===== src/rtl/aes_pipe_batch_ctrl.sv =====
// Batch sequencer for the pipelined AES-128 core: key load, encrypt start,
// completion tracking, completion watchdog and sticky error flags.
module aes_pipe_batch_ctrl #(
  parameter int pCOUNT_WIDTH = 16,
  parameter int pKEY_CYCLES  = 14,
  parameter int pTIMEOUT     = 4096,
  parameter int pCYCLE_WIDTH = 32
) (
  input  logic                    clk,
  input  logic                    reset_n,
  input  logic                    key_load_req,
  input  logic                    go_req,
  input  logic [pCOUNT_WIDTH-1:0] batch_len,
  input  logic                    abort,
  input  logic                    clear_errors,
  input  logic                    pipe_busy,
  input  logic                    pipe_block_done,
  output logic                    pipe_load_key,
  output logic                    pipe_encrypt_go,
  output logic                    key_valid,
  output logic                    busy,
  output logic                    done,
  output logic                    trig,
  output logic [pCOUNT_WIDTH-1:0] blocks_done,
  output logic [pCYCLE_WIDTH-1:0] cycles,
  output logic                    err_timeout,
  output logic                    err_overrun,
  output logic                    err_reject
);

  localparam int KW = $clog2(pKEY_CYCLES + 1);
  localparam int WW = $clog2(pTIMEOUT + 1);
  localparam logic [KW-1:0] KEY_LAST = KW'(pKEY_CYCLES - 1);
  localparam logic [WW-1:0] WD_LAST  = WW'(pTIMEOUT - 1);

  typedef enum logic [2:0] {
    S_IDLE,
    S_KEY,
    S_READY,
    S_RUN,
    S_DRAIN
  } state_t;

  state_t state_q, state_d;

  logic [KW-1:0]           kcnt_q, kcnt_d;
  logic [WW-1:0]           wd_q, wd_d;
  logic [pCOUNT_WIDTH-1:0] len_q, len_d;
  logic [pCOUNT_WIDTH-1:0] blk_q, blk_d;
  logic [pCYCLE_WIDTH-1:0] cyc_q, cyc_d;

  logic load_q, load_d;
  logic go_q, go_d;
  logic kv_q, kv_d;
  logic busy_q, busy_d;
  logic done_q, done_d;
  logic trig_q, trig_d;
  logic et_q, et_d;
  logic eo_q, eo_d;
  logic er_q, er_d;

  logic active;
  logic abort_eff;
  logic key_ok;
  logic go_ok;
  logic rej_set;
  logic ovr_set;
  logic tmo_set;
  logic last_blk;

  always_comb begin
    active = (state_q == S_KEY) ||
             (state_q == S_RUN) ||
             (state_q == S_DRAIN);
    abort_eff = abort && active;
    key_ok = !abort_eff && key_load_req &&
             ((state_q == S_IDLE) || (state_q == S_READY));
    go_ok = !abort_eff && go_req && !key_load_req &&
            (state_q == S_READY) && (batch_len != '0);
    // Any request not taken this cycle is a rejected request.
    rej_set = !abort_eff &&
              ((go_req && !go_ok) || (key_load_req && !key_ok));
    ovr_set = pipe_block_done && (state_q != S_RUN);
    last_blk = (blk_q + pCOUNT_WIDTH'(1)) == len_q;
    tmo_set = (state_q == S_RUN) && !abort_eff &&
              !pipe_block_done && (wd_q == WD_LAST);
  end

  always_comb begin
    state_d = state_q;
    kcnt_d  = kcnt_q;
    wd_d    = wd_q;
    len_d   = len_q;
    blk_d   = blk_q;
    cyc_d   = cyc_q;
    load_d  = 1'b0;
    go_d    = 1'b0;
    done_d  = 1'b0;
    kv_d    = kv_q;
    busy_d  = busy_q;
    trig_d  = trig_q;

    if ((state_q == S_RUN) || (state_q == S_DRAIN)) begin
      cyc_d = (&cyc_q) ? cyc_q : cyc_q + pCYCLE_WIDTH'(1);
    end

    unique case (state_q)
      S_IDLE: begin
        if (key_ok) begin
          state_d = S_KEY;
          kcnt_d  = '0;
          load_d  = 1'b1;
        end
      end
      S_KEY: begin
        if (abort_eff) begin
          state_d = S_IDLE;
          kv_d    = 1'b0;
        end else if (kcnt_q == KEY_LAST) begin
          state_d = S_READY;
          kv_d    = 1'b1;
        end else begin
          kcnt_d = kcnt_q + KW'(1);
        end
      end
      S_READY: begin
        if (key_ok) begin
          state_d = S_KEY;
          kv_d    = 1'b0;
          kcnt_d  = '0;
          load_d  = 1'b1;
        end else if (go_ok) begin
          state_d = S_RUN;
          go_d    = 1'b1;
          busy_d  = 1'b1;
          trig_d  = 1'b1;
          blk_d   = '0;
          cyc_d   = '0;
          wd_d    = '0;
          len_d   = batch_len;
        end
      end
      S_RUN: begin
        if (abort_eff) begin
          state_d = S_READY;
          busy_d  = 1'b0;
          trig_d  = 1'b0;
        end else if (pipe_block_done) begin
          blk_d = blk_q + pCOUNT_WIDTH'(1);
          wd_d  = '0;
          if (last_blk) begin
            state_d = S_DRAIN;
            trig_d  = 1'b0;
          end
        end else if (tmo_set) begin
          state_d = S_READY;
          busy_d  = 1'b0;
          trig_d  = 1'b0;
        end else begin
          wd_d = wd_q + WW'(1);
        end
      end
      S_DRAIN: begin
        if (abort_eff) begin
          state_d = S_READY;
          busy_d  = 1'b0;
          trig_d  = 1'b0;
        end else if (!pipe_busy) begin
          state_d = S_READY;
          done_d  = 1'b1;
          busy_d  = 1'b0;
        end
      end
      default: begin
        state_d = S_IDLE;
      end
    endcase
  end

  // Setting an error wins over a same-cycle clear.
  always_comb begin
    et_d = tmo_set || (et_q && !clear_errors);
    eo_d = ovr_set || (eo_q && !clear_errors);
    er_d = rej_set || (er_q && !clear_errors);
  end

  always_ff @(posedge clk or negedge reset_n) begin
    if (!reset_n) begin
      state_q <= S_IDLE;
      kcnt_q  <= '0;
      wd_q    <= '0;
      len_q   <= '0;
      blk_q   <= '0;
      cyc_q   <= '0;
      load_q  <= 1'b0;
      go_q    <= 1'b0;
      kv_q    <= 1'b0;
      busy_q  <= 1'b0;
      done_q  <= 1'b0;
      trig_q  <= 1'b0;
      et_q    <= 1'b0;
      eo_q    <= 1'b0;
      er_q    <= 1'b0;
    end else begin
      state_q <= state_d;
      kcnt_q  <= kcnt_d;
      wd_q    <= wd_d;
      len_q   <= len_d;
      blk_q   <= blk_d;
      cyc_q   <= cyc_d;
      load_q  <= load_d;
      go_q    <= go_d;
      kv_q    <= kv_d;
      busy_q  <= busy_d;
      done_q  <= done_d;
      trig_q  <= trig_d;
      et_q    <= et_d;
      eo_q    <= eo_d;
      er_q    <= er_d;
    end
  end

  assign pipe_load_key   = load_q;
  assign pipe_encrypt_go = go_q;
  assign key_valid       = kv_q;
  assign busy            = busy_q;
  assign done            = done_q;
  assign trig            = trig_q;
  assign blocks_done     = blk_q;
  assign cycles          = cyc_q;
  assign err_timeout     = et_q;
  assign err_overrun     = eo_q;
  assign err_reject      = er_q;

endmodule


===== config.mk =====
export PLATFORM = sky130hd
export DESIGN_NAME = aes_pipe_batch_ctrl
export DESIGN_NICKNAME = d
export VERILOG_FILES = /design/src/rtl/aes_pipe_batch_ctrl.sv
export SDC_FILE = /design/constraint.sdc
export NUM_CORES = 1
export LEC_CHECK = 0
export CAP_MARGIN = 20
export CORE_ASPECT_RATIO = 0.75
export CORE_MARGIN = 4
export CORE_UTILIZATION = 35
export CTS_CLUSTER_SIZE = 12
export DETAILED_ROUTE_END_ITERATION = 12
export GPL_TIMING_DRIVEN = 1
export PLACE_DENSITY = 0.68
export SLEW_MARGIN = 20
export SYNTH_ARGS = -nofsm -noshare
export SYNTH_HDL_FRONTEND = slang
export SYNTH_SLANG_ARGS = --single-unit

===== constraint.sdc =====
create_clock -name clk -period 3.7 [get_ports clk]
set_input_delay 1.11 -clock clk [delete_from_list [all_inputs] [get_ports clk]]
set_output_delay 1.11 -clock clk [all_outputs]
set_load 0.1 [all_outputs]

-- After elaboration in Yosys (flattened, before gate mapping)
Index checks and enable logic that the tools add are counted.
- RAM bits: 0
- memories: 0
- output and inout bits: 57
- register bits after elaboration: 93
- logic and storage cells: 150
- ROM bits: 0
- input bits: 24
- latch bits: 0
- magnitude comparators: 0
- reductions and logical operators: 47
- muxes and demuxes: 57
- add/subtract/negate cells: 4
- shift operators: 0
- multipliers: 0
- bitwise operators: 1
- eq/ne operators: 26
- div/mod/pow operators: 0
- operators with widths (kind ; count):
    $mux 32 ; 5
    $mux 13 ; 5
    $mux 16 ; 4
    $mux 3 ; 11
    $add 32x1->32 const B ; 1
    $pmux 16 s2 ; 1
    $reduce_and 32->1 ; 1
    $pmux 13 s2 ; 1
    $mux 1 ; 22
    $ne 2x2->1 const B ; 9
    $reduce_and 6->1 ; 3
    $logic_and 1x1->1 ; 17
    $add 16x1->16 const B ; 1
    $eq 16x16->1 ; 1
    $reduce_bool 16->1 ; 1
    $ne 3x3->1 const B ; 5
    $pmux 3 s5 ; 1
    $add 13x1->13 const B ; 1
    $eq 13x12->1 const B ; 1
    $mux 4 ; 3
    $reduce_and 5->1 ; 2
    $logic_or 1x1->1 ; 8
    $ne 4x4->1 const B ; 2
    $pmux 4 s2 ; 1
    17 further kinds ; 28

-- Longest topological paths before layout
Gate-level depths: netlist (run 1).
- word-level depth: 14
- gate-level depth with buffers: 9
- gate-level depth less buffers: 8

-- Worst setup path before layout (run 1)
OpenSTA, ideal clock, no wires.
- path type: reg-to-reg
- start point: register blk_q[0] (netlist: blocks_done[0])
- end point: register state_q[1]
- cell stages (with the launch flop): 10
- data required time: 3556 ps
- slack: 623 ps
- library setup time: 144 ps
- clock period less this slack: 3077 ps
- arrival time: 2933 ps
- path buffers: 1
- path through: dfrtp_1 -> ha_1 -> nand3_1 -> clkbuf_1 -> nor4_1 -> a2bb2oi_1 -> a2111oi_0 -> nand4_1 -> a21oi_1 -> o21ai_0
- cells in the longest elaborated chain, start to end: 4
- RTL lines (item ; line ; RTL):
    start, declared ; 49 ; logic [pCOUNT_WIDTH-1:0] blk_q, blk_d;
    start signal, assigned ; 209 ; blk_q <= blk_d;
    $add 16x1->16 ; 84 ; last_blk = (blk_q + pCOUNT_WIDTH'(1)) == len_q;
    $eq 16x16->1 ; 84 ;
    $ne 4x4->1 (no source line) ; n/a ;
    $reduce_and 6->1 (no source line) ; n/a ;
    end signal, assigned ; 205 ; state_q <= state_d;
    end, declared ; 44 ; state_t state_q, state_d;
Every way passes these cells.
A chain may end at the register's enable or synchronous reset.

-- Worst setup path after layout (run 1)
Same ends and word-level chain as after synthesis.

==> results of run 1 <==
-- metal layers --
metal,up-vias,global-route usage [%]
li1,2140,-
met1,2170,22.03
met2,117,23.71
met3,16,4.638
met4,0,4.762
met5,-,0
-- cell families (layout without fill, tap and decap cells) --
family	Yosys count	count (layout)	synth area share (%)
adder cells (fa/ha/maj)	5	5	1.249
multiplexers	3	3	0.6244
buffers and inverters	42	126	3.222
flip-flops	93	93	46.45
AO/OA/AOI/OAI	92	92	11.09
XOR/XNOR	59	59	10.31
AND/OR/NAND/NOR	274	274	27.05
-- path summary, 6_finish.rpt --
path | start | end | depth (start not counted)
setup / recovery | blocks_done[0]$_DFFE_PN0P_ | state_q[1]$_DFFE_PN0P_ | 8
hold / removal | len_q[13]$_DFFE_PN0P_ | len_q[13]$_DFFE_PN0P_ | 2
setup reg to reg | blocks_done[0]$_DFFE_PN0P_ | state_q[1]$_DFFE_PN0P_ | 8
hold reg to reg | len_q[13]$_DFFE_PN0P_ | len_q[13]$_DFFE_PN0P_ | 2
max in group asynchronous | reset_n | wd_q[8]$_DFFE_PN0P_ | 2
min in group asynchronous | reset_n | cycles[18]$_DFF_PN0_ | 1
-- cell usage in the layout (no fill, tap or decap), types with 4 or more instances in the layout --
| cell | synthesis | layout |
|---|---|---|
| sky130_fd_sc_hd__nand2_1 | 97 | 97 |
| sky130_fd_sc_hd__dfrtp_1 | 93 | 93 |
| sky130_fd_sc_hd__buf_4 | 0 | 68 |
| sky130_fd_sc_hd__nor2_1 | 60 | 60 |
| sky130_fd_sc_hd__o21ai_0 | 39 | 39 |
| sky130_fd_sc_hd__nand3_1 | 33 | 33 |
| sky130_fd_sc_hd__xnor2_1 | 30 | 30 |
| sky130_fd_sc_hd__xor2_1 | 29 | 29 |
| sky130_fd_sc_hd__clkdlybuf4s50_1 | 0 | 22 |
| sky130_fd_sc_hd__a21oi_1 | 20 | 20 |
| sky130_fd_sc_hd__nand4_1 | 19 | 19 |
| sky130_fd_sc_hd__inv_1 | 17 | 17 |
| sky130_fd_sc_hd__nor3_1 | 11 | 11 |
| sky130_fd_sc_hd__nor4_1 | 11 | 11 |
| sky130_fd_sc_hd__or3_1 | 9 | 9 |
| sky130_fd_sc_hd__clkbuf_16 | 0 | 9 |
| sky130_fd_sc_hd__o31ai_1 | 8 | 8 |
| sky130_fd_sc_hd__ha_1 | 5 | 5 |
| sky130_fd_sc_hd__or4_1 | 4 | 4 |
| sky130_fd_sc_hd__and4_1 | 4 | 4 |
-- power groups by stage --
stage               combinational (µW)  clock, µW  sequential, µW
finish                            2850        959            1830
floorplan                          788          0            3190
CTS                               2870        987            1820
detailed placement                2870          0            1830
global route                      3030       1030            1880
global placement                  2820          0            1810
-- metrics by stage --
step           setup WS (ns)  instances  hold WS, ns  power (µW)
2_1_floorplan         0.6230        568       0.4645        3974
3_3_place_gp          0.3981        811       0.4793        4631
3_5_place_dp          0.3549        811       0.4899        4699
4_1_cts               0.6674        827       0.5053        5679
5_1_grt               0.3060        827       0.5374        5939
6_report              0.6737        827       0.5015        5640
-- worst register-to-register path, stage by stage (launching register included) --
cell	delay, ns
sky130_fd_sc_hd__dfrtp_1	0.57
sky130_fd_sc_hd__ha_1	0.31
sky130_fd_sc_hd__nand3_1	0.40
sky130_fd_sc_hd__nor3_1	0.50
sky130_fd_sc_hd__xnor2_1	0.13
sky130_fd_sc_hd__a2111oi_0	0.38
sky130_fd_sc_hd__nand4_1	0.29
sky130_fd_sc_hd__a21oi_1	0.22
sky130_fd_sc_hd__o21ai_0	0.09
-- flip-flops by register name, indices dropped and copies added (netlist names), 3 cells and up --
name         cells
cycles          32
blocks_done     16
len_q           16
wd_q            13
kcnt_q           4
state_q          3
-- layout make-up --
| type | instances | share of cell area, % |
|---|---|---|
| Clock buffer | 11 | 4.065 |
| Clock inverter | 5 | 0.9459 |
| Inverter | 18 | 1.087 |
| Multi-Input combinational cell | 433 | 40.55 |
| Sequential cell | 93 | 37.43 |
| Tap cell | 175 | 3.522 |
| Timing Repair Buffer | 92 | 12.40 |
==> metrics.txt, run 1 <==
# TYPE chip_impl_metric gauge
chip_impl_metric{name="pin_count",unit=""} 81
chip_impl_info{name="min-delay-path-class",value="flop to flop"} 1
chip_impl_info{name="list_of_most_frequent_post_synthesis_cells",value="sky130_fd_sc_hd__nand2_1 (97), sky130_fd_sc_hd__dfrtp_1 (93), sky130_fd_sc_hd__nor2_1 (60)"} 1
chip_impl_metric{name="post-cts-setup-buffers",unit=""} 0
chip_impl_metric{name="cts-resized-gates",unit=""} 0
chip_impl_metric{name="finalSetupTns",unit="ns"} 0
chip_impl_metric{name="netSwitchingPower",unit="µW"} 3013
chip_impl_metric{name="antennaDiodeCount",unit=""} 0
chip_impl_metric{name="placementRows",unit=""} 37
chip_impl_metric{name="detailedRoute.firstPassIterationCount",unit=""} 4
chip_impl_metric{name="share_of_the_synthesized_area_in_the_top_cell_type",unit="%"} 46.45
chip_impl_metric{name="place_congestion",unit=""} 0.8632
chip_impl_metric{name="peakVddDrop",unit="µV"} 859.8
chip_impl_metric{name="fp.coreArea",unit="µm²"} 13890
chip_impl_metric{name="slowest_delay",unit="ns"} 0.57
chip_impl_metric{name="route.layer.met1.wl",unit="mm"} 6.099
chip_impl_metric{name="fin_util",unit="%"} 44.77
chip_impl_metric{name="switching_share",unit="%"} 53.41
chip_impl_metric{name="ff2ff_setup_slack",unit="ns"} 0.67
chip_impl_metric{name="fmaxAchievable",unit="GHz"} 0.3304
chip_impl_metric{name="setup_violation_total_in_the_final_timing_report",unit=""} 0
chip_impl_metric{name="worst_pin_slew",unit="ns"} 0.8317
chip_impl_metric{name="seq_power_share",unit="%"} 32.4
chip_impl_metric{name="grt_overflow_total",unit=""} 0
chip_impl_metric{name="reported_max_cap_violation_count",unit=""} 0
chip_impl_metric{name="mappedNetlistArea",unit="µm²"} 5010
chip_impl_metric{name="post-route-period-util",unit="%"} 81.79
chip_impl_metric{name="globalRouteTotalUtil",unit="%"} 15.75
chip_impl_metric{name="routed-wl-met2",unit="mm"} 5.723
chip_impl_metric{name="gate_power_share",unit="%"} 50.6
chip_impl_metric{name="synth-edff-count",unit=""} 0
chip_impl_info{name="yosysMostFrequentCell",value="sky130_fd_sc_hd__nand2_1"} 1
chip_impl_metric{name="detail-route-antenna-nets",unit=""} 0
chip_impl_info{name="ys.flop_type",value="sky130_fd_sc_hd__dfrtp_1"} 1
chip_impl_metric{name="cts_made_buffers",unit=""} 9
chip_impl_metric{name="yosys.cell_types.count",unit=""} 55
chip_impl_metric{name="slew_headroom",unit="%"} 44.13
chip_impl_metric{name="grt_antenna_before_repair",unit=""} 0
chip_impl_info{name="cts_tree",value="built"} 1
chip_impl_info{name="startpoint_type",value="flop"} 1
chip_impl_metric{name="portBuffers",unit=""} 80
chip_impl_info{name="slowest_stage",value="sky130_fd_sc_hd__dfrtp_1"} 1
chip_impl_metric{name="grt_max_degree",unit=""} 50
chip_impl_metric{name="fin_skew",unit="ns"} 0.007352
chip_impl_metric{name="dp_hpwl",unit="mm"} 9.505
chip_impl_metric{name="postSynthRegisterBits",unit=""} 93
chip_impl_info{name="rsz0062_at_grt",value="no"} 1
chip_impl_metric{name="floorplan.die_area",unit="µm²"} 16310
chip_impl_metric{name="design.final.nets",unit=""} 676
chip_impl_metric{name="clk_pin_slew",unit="ns"} 0.07
chip_impl_metric{name="wl_met3",unit="µm"} 772
chip_impl_metric{name="layout-drive-gt1-share",unit="%"} 15.64
chip_impl_metric{name="hold_violations",unit=""} 0
chip_impl_metric{name="p_leak",unit="µW"} 0.002720
chip_impl_info{name="worst_path_dominant_cell_family",value="simple AND/OR/NAND/NOR gates"} 1
chip_impl_metric{name="power.clock.fraction",unit="%"} 17.0
chip_impl_info{name="outcome",value="completed"} 1
chip_impl_info{name="endpoint_kind",value="flop"} 1
chip_impl_metric{name="layout-area-overhead-vs-synth",unit="%"} 24.10
chip_impl_metric{name="grt_pass1_wl",unit="mm"} 21.35
chip_impl_metric{name="worst-endpoint-arrival",unit="ns"} 3.23
chip_impl_metric{name="first_iter_violations",unit=""} 306
chip_impl_metric{name="cts.htree.levels",unit=""} 3
chip_impl_info{name="critical_path.cell_chain",value="ha_1 > nand3_1 > nor3_1 > xnor2_1 > a2111oi_0 > nand4_1 > a21oi_1 > o21ai_0"} 1
chip_impl_metric{name="drt_drc_violations_left",unit=""} 0
chip_impl_metric{name="fillCellCount",unit=""} 1344
chip_impl_metric{name="floorplan.die.width",unit="µm"} 146.2
chip_impl_metric{name="synth.net_count",unit=""} 597
chip_impl_info{name="synth_top_cell_by_area",value="sky130_fd_sc_hd__dfrtp_1"} 1
chip_impl_metric{name="internal-power",unit="µW"} 2628
chip_impl_metric{name="die_h",unit="µm"} 111.6
chip_impl_metric{name="vias",unit=""} 4443
chip_impl_metric{name="layout_min_cycle_time",unit="ns"} 3.026
chip_impl_info{name="cts_root_buffer",value="sky130_fd_sc_hd__clkbuf_16"} 1
chip_impl_metric{name="post_synth_inst_count",unit=""} 568
chip_impl_metric{name="floorplan.initialDensity",unit="%"} 36.07
chip_impl_metric{name="ys_seq_area_share",unit="%"} 46.45
chip_impl_metric{name="postSynth.asyncResetShare",unit="%"} 100.0
chip_impl_metric{name="clock_path_buffers",unit=""} 2
chip_impl_info{name="timing_worst_setup_path_type",value="flop to flop"} 1
chip_impl_info{name="highest-signal-layer",value="met4"} 1
chip_impl_metric{name="post_place_cell_area",unit="µm²"} 5906
chip_impl_metric{name="multi_input_comb_area",unit="µm²"} 2521
chip_impl_metric{name="post_cts_hold_buffer_count",unit=""} 0
chip_impl_metric{name="detail_route.wl_per_cell",unit="µm"} 15.46
chip_impl_metric{name="timing.critical_path.buf_inv",unit=""} 0
chip_impl_metric{name="mean_cell_area_of_the_mapped_netlist",unit="µm²"} 8.820
chip_impl_metric{name="clk_latency",unit="ns"} 0.34
chip_impl_info{name="top_post_synthesis_cells_by_area",value="sky130_fd_sc_hd__dfrtp_1 (46%), sky130_fd_sc_hd__nand2_1 (7.3%), sky130_fd_sc_hd__xnor2_1 (5.2%)"} 1
chip_impl_metric{name="p_per_area",unit="nW/µm²"} 907.2
chip_impl_metric{name="yosys_warnings",unit=""} 0
chip_impl_metric{name="aggregate_routed_wire_length",unit="mm"} 12.79
chip_impl_metric{name="critPathMaxFanout",unit=""} 13
chip_impl_metric{name="post-route-cell-area",unit="µm²"} 6217
chip_impl_metric{name="cts.sinks",unit=""} 93
chip_impl_metric{name="detail_route.vias_per_cell",unit=""} 5.372
chip_impl_metric{name="report.final.slew_viol_count",unit=""} 0
chip_impl_metric{name="crit_required",unit="ns"} 3.90
chip_impl_metric{name="seqCellArea",unit="µm²"} 2327
chip_impl_metric{name="grt_pass1_vias",unit=""} 4336
(Power assumes the default switching activity.)
==> run 2: changes to the inputs <==
--- a/config.mk
+++ b/config.mk
@@ -12,7 +12,7 @@
 export CTS_CLUSTER_SIZE = 12
 export DETAILED_ROUTE_END_ITERATION = 12
 export GPL_TIMING_DRIVEN = 1
-export PLACE_DENSITY = 0.68
+export PLACE_DENSITY = 0.7
 export SLEW_MARGIN = 20
 export SYNTH_ARGS = -nofsm -noshare
 export SYNTH_HDL_FRONTEND = slang
==> constraint.sdc (replaced) <==
create_clock -name clk -period 2.4 [get_ports clk]
set_input_delay 0.72 -clock clk [delete_from_list [all_inputs] [get_ports clk]]
set_output_delay 0.72 -clock clk [all_outputs]
set_load 0.1 [all_outputs]
==> run 2 against run 1 <==
  * Worst hold slack worse by 0.20 ns
  * Critical path depth stayed put
  * Die area stayed put
  * Critical path type unchanged
  * Highest routed layer unchanged
==> metrics.txt, run 2 (same netlist as run 1, synthesis figures left out) <==
# TYPE chip_impl_metric gauge
chip_impl_info{name="outcome",value="completed"} 1
chip_impl_metric{name="die_h",unit="µm"} 111.6
chip_impl_metric{name="gate_power_share",unit="%"} 53.0
chip_impl_metric{name="worst_pin_slew",unit="ns"} 0.6023
chip_impl_info{name="cts_tree",value="built"} 1
chip_impl_metric{name="post_cts_hold_buffer_count",unit=""} 0
chip_impl_info{name="slowest_stage",value="sky130_fd_sc_hd__or4_4"} 1
chip_impl_metric{name="detail_route.wl_per_cell",unit="µm"} 16.70
chip_impl_metric{name="cts.htree.levels",unit=""} 3
chip_impl_metric{name="dp_cells",unit=""} 851
chip_impl_info{name="min-delay-path-class",value="input pin to asynchronous set/reset pin"} 1
chip_impl_metric{name="pre_cts_ws",unit="ns"} -0.5387
chip_impl_metric{name="finalSetupTns",unit="ns"} 0
chip_impl_metric{name="placementRows",unit=""} 37
chip_impl_info{name="endpoint_kind",value="flop"} 1
chip_impl_metric{name="aggregate_routed_wire_length",unit="mm"} 14.71
chip_impl_info{name="critical_path.cell_chain",value="ha_2 > and3_4 > nand4_1 > nor4_4 > buf_4 > or3_4 > or4_4 > a21oi_2"} 1
chip_impl_metric{name="layout-area-overhead-vs-synth",unit="%"} 39.64
chip_impl_metric{name="p_per_area",unit="nW/µm²"} 1314
chip_impl_info{name="leading_cell_type_in_the_layout_fill_and_taps_excluded",value="sky130_fd_sc_hd__buf_4"} 1
chip_impl_metric{name="cts.sinks",unit=""} 93
chip_impl_metric{name="setup_violation_total_in_the_final_timing_report",unit=""} 0
chip_impl_metric{name="layout-drive-gt1-share",unit="%"} 31.87
chip_impl_metric{name="slew_headroom",unit="%"} 59.63
chip_impl_metric{name="crit_required",unit="ns"} 2.68
chip_impl_metric{name="hold_ws",unit="ns"} 0.3017
chip_impl_info{name="timing_worst_setup_path_type",value="flop to flop"} 1
chip_impl_metric{name="slack_of_the_critical_path",unit="ns"} 0.03428
chip_impl_metric{name="layout_min_cycle_time",unit="ns"} 2.366
chip_impl_metric{name="pin_count",unit=""} 81
chip_impl_metric{name="clk_pin_slew",unit="ns"} 0.07
chip_impl_metric{name="switching_share",unit="%"} 52.24
chip_impl_metric{name="grt_pass1_vias",unit=""} 4591
chip_impl_metric{name="grt_antenna_before_repair",unit=""} 0
chip_impl_metric{name="peakVddDrop",unit="µV"} 920.0
chip_impl_metric{name="first_iter_violations",unit=""} 521
chip_impl_metric{name="fillCellCount",unit=""} 1239
chip_impl_metric{name="stdcell_count",unit=""} 881
chip_impl_metric{name="grt_max_degree",unit=""} 47
chip_impl_metric{name="fmaxAchievable",unit="GHz"} 0.4227
chip_impl_metric{name="critPathMaxFanout",unit=""} 6
chip_impl_metric{name="largest_register_ffs",unit=""} 32
chip_impl_metric{name="grt_overflow_total",unit=""} 0
chip_impl_metric{name="design.final.nets",unit=""} 730
chip_impl_metric{name="portBuffers",unit=""} 80
chip_impl_metric{name="netSwitchingPower",unit="µW"} 4801
chip_impl_metric{name="report.final.slew_viol_count",unit=""} 0
chip_impl_metric{name="fin_skew",unit="ns"} 0.008271
chip_impl_metric{name="fp.coreArea",unit="µm²"} 13890
chip_impl_metric{name="dp_hpwl",unit="mm"} 10.52
chip_impl_metric{name="grt_pass1_wl",unit="mm"} 23.72
chip_impl_metric{name="detail-route-antenna-nets",unit=""} 0
chip_impl_metric{name="antennaDiodeCount",unit=""} 0
chip_impl_metric{name="drt_drc_violations_left",unit=""} 0
chip_impl_metric{name="p_leak",unit="µW"} 0.003106
chip_impl_info{name="top_library_cells_by_usage_in_the_layout_fill_and_taps_aside",value="sky130_fd_sc_hd__buf_4 (117), sky130_fd_sc_hd__nand2_1 (97), sky130_fd_sc_hd__nor2_1 (58), sky130_fd_sc_hd__dfrtp_1 (53), sky130_fd_sc_hd__o21ai_0 (37)"} 1
chip_impl_info{name="startpoint_type",value="flop"} 1
chip_impl_metric{name="place_congestion",unit=""} 0.9861
chip_impl_metric{name="hold_violations",unit=""} 0
chip_impl_metric{name="detail_route.vias_per_cell",unit=""} 5.379
chip_impl_metric{name="floorplan.die.width",unit="µm"} 146.2
chip_impl_metric{name="worst-endpoint-arrival",unit="ns"} 2.65
chip_impl_metric{name="power.clock.fraction",unit="%"} 15.9
chip_impl_metric{name="internal-power",unit="µW"} 4389
chip_impl_info{name="rsz0062_at_grt",value="yes"} 1
chip_impl_metric{name="floorplan.die_area",unit="µm²"} 16310
chip_impl_metric{name="reported_max_cap_violation_count",unit=""} 0
chip_impl_metric{name="vias",unit=""} 4739
chip_impl_metric{name="seq_power_share",unit="%"} 31.1
chip_impl_info{name="cts_root_buffer",value="sky130_fd_sc_hd__clkbuf_16"} 1
chip_impl_metric{name="floorplan.initialDensity",unit="%"} 36.07
chip_impl_metric{name="detailedRoute.firstPassIterationCount",unit=""} 5
chip_impl_metric{name="clk_latency",unit="ns"} 0.35
chip_impl_metric{name="post-route-period-util",unit="%"} 98.57
chip_impl_metric{name="slowest_delay",unit="ns"} 0.50
chip_impl_metric{name="cts_made_buffers",unit=""} 9
chip_impl_metric{name="clock_path_buffers",unit=""} 2
chip_impl_metric{name="globalRouteTotalUtil",unit="%"} 17.81
-- run 2: changes by cell type in the layout (fill, tap and decap cells not counted), sizes merged --
| cell | delta |
|---|---|
| clkbuf | +5 |
| clkinvlp | -2 |
| clkdlybuf4s50 | -9 |
| inv | +1 |
| clkinv | -3 |
| dlymetal6s2s | +9 |
| buf | +53 |
-- run 2: worst max-delay path, delay by kind of cell (launching register included) --
kind	cells	cell delay [ns]
AND/OR/NAND/NOR	5	1.31
flip-flops	1	0.49
adder cells (fa/ha/maj)	1	0.18
buffers and inverters	1	0.17
AO/OA/AOI/OAI	1	0.15
-- run 2: worst paths after layout --
check / startpoint / endpoint / slack [ns] / depth (start not counted)
max: cycles[1]$_DFF_PN0_ / cycles[22]$_DFF_PN0_ / 0.03 / 8
min: reset_n / len_q[12]$_DFFE_PN0P_ / 0.30 / 1
max reg2reg: cycles[1]$_DFF_PN0_ / cycles[22]$_DFF_PN0_ / 0.03 / 8
min reg2reg: wd_q[1]$_DFFE_PN0P_ / wd_q[1]$_DFFE_PN0P_ / 0.49 / 2
max in group asynchronous: reset_n / cycles[14]$_DFF_PN0_ / 1.45 / 2
min in group clk: wd_q[1]$_DFFE_PN0P_ / wd_q[1]$_DFFE_PN0P_ / 0.49 / 2
-- run 2: metal layers --
metal  up-vias  routed length, µm  GRT usage (%)
met5         -                  0              0
met4         0                415          7.581
met3        30                827          4.557
met2       151               7044          28.39
met1      2327               6426          23.11
li1       2231                  -              -
-- run 2: power by group through the flow --
| stage | combinational (µW) | sequential (µW) | clock [µW] |
|---|---|---|---|
| after CTS | 4700 | 2850 | 1490 |
| final | 4870 | 2860 | 1460 |
| after detailed placement | 4670 | 2880 | 0 |
| after global placement | 4590 | 2850 | 0 |
| after global routing | 5130 | 2950 | 1560 |
| after floorplan | 1240 | 5040 | 0 |
-- run 2: cell type report --
| type | count | area (µm²) | share of cell area (%) |
|---|---|---|---|
| Clock inverter | 1 | 30.03 | 0.4293 |
| Tap cell | 175 | 219.0 | 3.130 |
| Timing Repair Buffer | 146 | 1205 | 17.22 |
| Clock buffer | 15 | 267.8 | 3.828 |
| Multi-Input combinational cell | 433 | 2791 | 39.90 |
| Inverter | 18 | 67.56 | 0.9658 |
| Sequential cell | 93 | 2415 | 34.52 |
-- run 2: repair_timing --
item	4_1_cts	5_1_grt
pin swaps	0	22
setup endpoints to repair	32	37
gates resized for setup	8	47
setup buffers	0	12
gates cloned	0	2
-- run 2: per-stage QoR --
stage,power (µW),instance area [µm²],util [%]
6_report,9191,6995,50.37
5_1_grt,9636,6995,50.37
4_1_cts,9051,6713,48.33
3_5_place_dp,7542,6370,45.86
3_3_place_gp,7434,6370,45.86
2_1_floorplan,6278,5200,-
==> run 3: changes to the inputs <==
--- a/config.mk
+++ b/config.mk
@@ -12,6 +12,7 @@
 export CTS_CLUSTER_SIZE = 12
 export DETAILED_ROUTE_END_ITERATION = 12
 export GPL_TIMING_DRIVEN = 1
+export HOLD_SLACK_MARGIN = 0.02
 export PLACE_DENSITY = 0.7
 export SLEW_MARGIN = 20
 export SYNTH_ARGS = -nofsm -noshare
==> constraint.sdc (replaced) <==
create_clock -name clk -period 2.4 [get_ports clk]
set_input_delay 0.6 -clock clk [delete_from_list [all_inputs] [get_ports clk]]
set_output_delay 0.6 -clock clk [all_outputs]
set_load 0.1 [all_outputs]
==> run 3 against run 2 <==
  * Non-clock buffer count is 12 lower
  * Die area stayed put
  * Flip-flop and latch count stayed put
==> metrics.txt, run 3 (same netlist as run 1, synthesis figures left out) <==
# TYPE chip_impl_metric gauge
chip_impl_metric{name="first_iter_violations",unit=""} 298
chip_impl_info{name="cts_root_buffer",value="sky130_fd_sc_hd__clkbuf_16"} 1
chip_impl_metric{name="timing.critical_path.buf_inv",unit=""} 1
chip_impl_metric{name="layout_min_cycle_time",unit="ns"} 2.288
chip_impl_metric{name="detailedRoute.firstPassIterationCount",unit=""} 4
chip_impl_metric{name="critPathMaxFanout",unit=""} 5
chip_impl_metric{name="vias",unit=""} 4601
chip_impl_metric{name="pre_cts_ws",unit="ns"} -0.5509
chip_impl_metric{name="p_leak",unit="µW"} 0.002966
chip_impl_metric{name="floorplan.initialDensity",unit="%"} 36.07
chip_impl_info{name="startpoint_type",value="flop"} 1
chip_impl_metric{name="detail-route-antenna-nets",unit=""} 0
chip_impl_metric{name="post-route-period-util",unit="%"} 95.32
chip_impl_metric{name="portBuffers",unit=""} 80
chip_impl_metric{name="slack_of_the_critical_path",unit="ns"} 0.1124
chip_impl_info{name="outcome",value="completed"} 1
chip_impl_metric{name="fp.coreArea",unit="µm²"} 13890
chip_impl_metric{name="placementRows",unit=""} 37
chip_impl_metric{name="layout-area-overhead-vs-synth",unit="%"} 35.16
chip_impl_metric{name="grt_antenna_before_repair",unit=""} 0
chip_impl_metric{name="fmaxAchievable",unit="GHz"} 0.4371
chip_impl_metric{name="slew_headroom",unit="%"} 62.89
chip_impl_metric{name="worst_pin_slew",unit="ns"} 0.5519
chip_impl_metric{name="setup_violation_total_in_the_final_timing_report",unit=""} 0
chip_impl_info{name="leading_cell_type_in_the_layout_fill_and_taps_excluded",value="sky130_fd_sc_hd__buf_4"} 1
chip_impl_metric{name="clk_pin_slew",unit="ns"} 0.07
chip_impl_metric{name="reported_max_cap_violation_count",unit=""} 0
chip_impl_metric{name="floorplan.die_area",unit="µm²"} 16310
chip_impl_metric{name="post_place_cell_area",unit="µm²"} 6359
chip_impl_metric{name="cts.sinks",unit=""} 93
chip_impl_metric{name="dp_cells",unit=""} 850
chip_impl_metric{name="globalRouteTotalUtil",unit="%"} 17.24
chip_impl_metric{name="finalSetupTns",unit="ns"} 0
chip_impl_info{name="rsz0062_at_grt",value="yes"} 1
chip_impl_metric{name="crit_required",unit="ns"} 2.61
chip_impl_metric{name="fin_util",unit="%"} 48.76
chip_impl_metric{name="dp_hpwl",unit="mm"} 10.10
chip_impl_metric{name="grt_pass1_wl",unit="mm"} 23.27
chip_impl_metric{name="drt_drc_violations_left",unit=""} 0
chip_impl_metric{name="grt_max_degree",unit=""} 47
chip_impl_metric{name="ff2ff_setup_slack",unit="ns"} 0.11
chip_impl_metric{name="pin_count",unit=""} 81
chip_impl_metric{name="post-route-cell-area",unit="µm²"} 6771
chip_impl_metric{name="die_h",unit="µm"} 111.6
chip_impl_metric{name="p_per_area",unit="nW/µm²"} 1346
chip_impl_info{name="worst_path_dominant_cell_family",value="compound AO/OA/AOI/OAI gates"} 1
chip_impl_info{name="min-delay-path-class",value="input pin to asynchronous set/reset pin"} 1
chip_impl_info{name="slowest_stage",value="sky130_fd_sc_hd__dfrtp_4"} 1
chip_impl_info{name="cts_tree",value="built"} 1
chip_impl_metric{name="clk_latency",unit="ns"} 0.35
chip_impl_metric{name="fin_skew",unit="ns"} 0.008291
chip_impl_metric{name="detail_route.vias_per_cell",unit=""} 5.295
chip_impl_metric{name="place_congestion",unit=""} 0.8695
chip_impl_metric{name="peakVddDrop",unit="µV"} 1228
chip_impl_metric{name="stdcell_count",unit=""} 869
chip_impl_metric{name="design.final.nets",unit=""} 718
chip_impl_info{name="timing_worst_setup_path_type",value="flop to flop"} 1
chip_impl_info{name="critical_path.cell_chain",value="ha_4 > xor2_1 > a211oi_1 > nand3_1 > a2111oi_2 > nand4_1 > buf_4 > a21oi_1 > o21ai_0"} 1
chip_impl_metric{name="floorplan.die.width",unit="µm"} 146.2
chip_impl_info{name="top_library_cells_by_usage_in_the_layout_fill_and_taps_aside",value="sky130_fd_sc_hd__buf_4 (110), sky130_fd_sc_hd__nand2_1 (97), sky130_fd_sc_hd__nor2_1 (59), sky130_fd_sc_hd__dfrtp_1 (53), sky130_fd_sc_hd__o21ai_0 (39)"} 1
chip_impl_metric{name="hold_violations",unit=""} 0
chip_impl_metric{name="cts.htree.levels",unit=""} 3
chip_impl_metric{name="report.final.slew_viol_count",unit=""} 0
chip_impl_metric{name="worst-endpoint-arrival",unit="ns"} 2.50
chip_impl_metric{name="cts_made_buffers",unit=""} 9
chip_impl_metric{name="grt_pass1_vias",unit=""} 4618
chip_impl_metric{name="aggregate_routed_wire_length",unit="mm"} 13.68
chip_impl_metric{name="grt_overflow_total",unit=""} 0
chip_impl_metric{name="layout-drive-gt1-share",unit="%"} 28.67
chip_impl_metric{name="slowest_delay",unit="ns"} 0.52
chip_impl_info{name="endpoint_kind",value="flop"} 1
chip_impl_metric{name="clock_path_buffers",unit=""} 2
chip_impl_metric{name="detail_route.wl_per_cell",unit="µm"} 15.74
chip_impl_metric{name="antennaDiodeCount",unit=""} 0
chip_impl_metric{name="largest_register_ffs",unit=""} 32
-- run 3: per-stage QoR --
step	hold WS [ns]	total power [µW]
floorplan	0.3044	6274
global placement	0.4811	7448
detailed placement	0.4885	7534
CTS	0.2034	9139
global route	0.2174	9590
finish	0.1901	9113
-- run 3: layer usage --
layer / vias to the layer above / global-route usage [%] / share of wire, %
li1: 2218 / - / -
met1: 2253 / 24.43 / 47
met2: 116 / 27.40 / 46
met3: 14 / 3.662 / 5.1
met4: 0 / 3.634 / 1.4
met5: - / 0 / 0
-- run 3: worst reg2reg max path, delay by kind of cell, from the launching register on --
family	cells	cell delay [ns]
AO/OA/AOI/OAI	4	0.77
XOR/XNOR	1	0.15
adder cells (fa/ha/maj)	1	0.23
buffers and inverters	1	0.18
flip-flops	1	0.52
AND/OR/NAND/NOR	2	0.31
-- run 3: final cells by class --
type | count | area, µm²
Fill cell | 1323 | 7117
Sequential cell | 93 | 2415
Inverter | 18 | 67.56
Multi-Input combinational cell | 433 | 2665
Timing Repair Buffer | 134 | 1081
Tap cell | 175 | 219.0
Clock buffer | 9 | 225.2
Clock inverter | 7 | 98.84
-- run 3: path summary, 6_finish.rpt --
kind / startpoint / end / cells after the start
worst max-delay path: blocks_done[0]$_DFFE_PN0P_ / state_q[1]$_DFFE_PN0P_ / 9
worst min-delay path: reset_n / blocks_done[4]$_DFFE_PN0P_ / 1
worst max register to register: blocks_done[0]$_DFFE_PN0P_ / state_q[1]$_DFFE_PN0P_ / 9
worst min register to register: len_q[0]$_DFFE_PN0P_ / len_q[0]$_DFFE_PN0P_ / 2
max in group asynchronous: reset_n / kcnt_q[1]$_DFFE_PN0P_ / 2
min in group clk: len_q[0]$_DFFE_PN0P_ / len_q[0]$_DFFE_PN0P_ / 2
-- run 3: repair_timing --
item	in CTS	in global routing
hold buffers	0	0
gates resized for setup	6	10
setup buffers	1	2
endpoints found under the setup margin	33	44
pin swaps	2	8
-- run 3: report_power, final --
part	leakage (µW)	internal, µW	switching (µW)
sequential	0.00116	2200	679
clock	0.000156	919	642
combinational	0.00165	1240	3430
total	0.00297	4360	4750
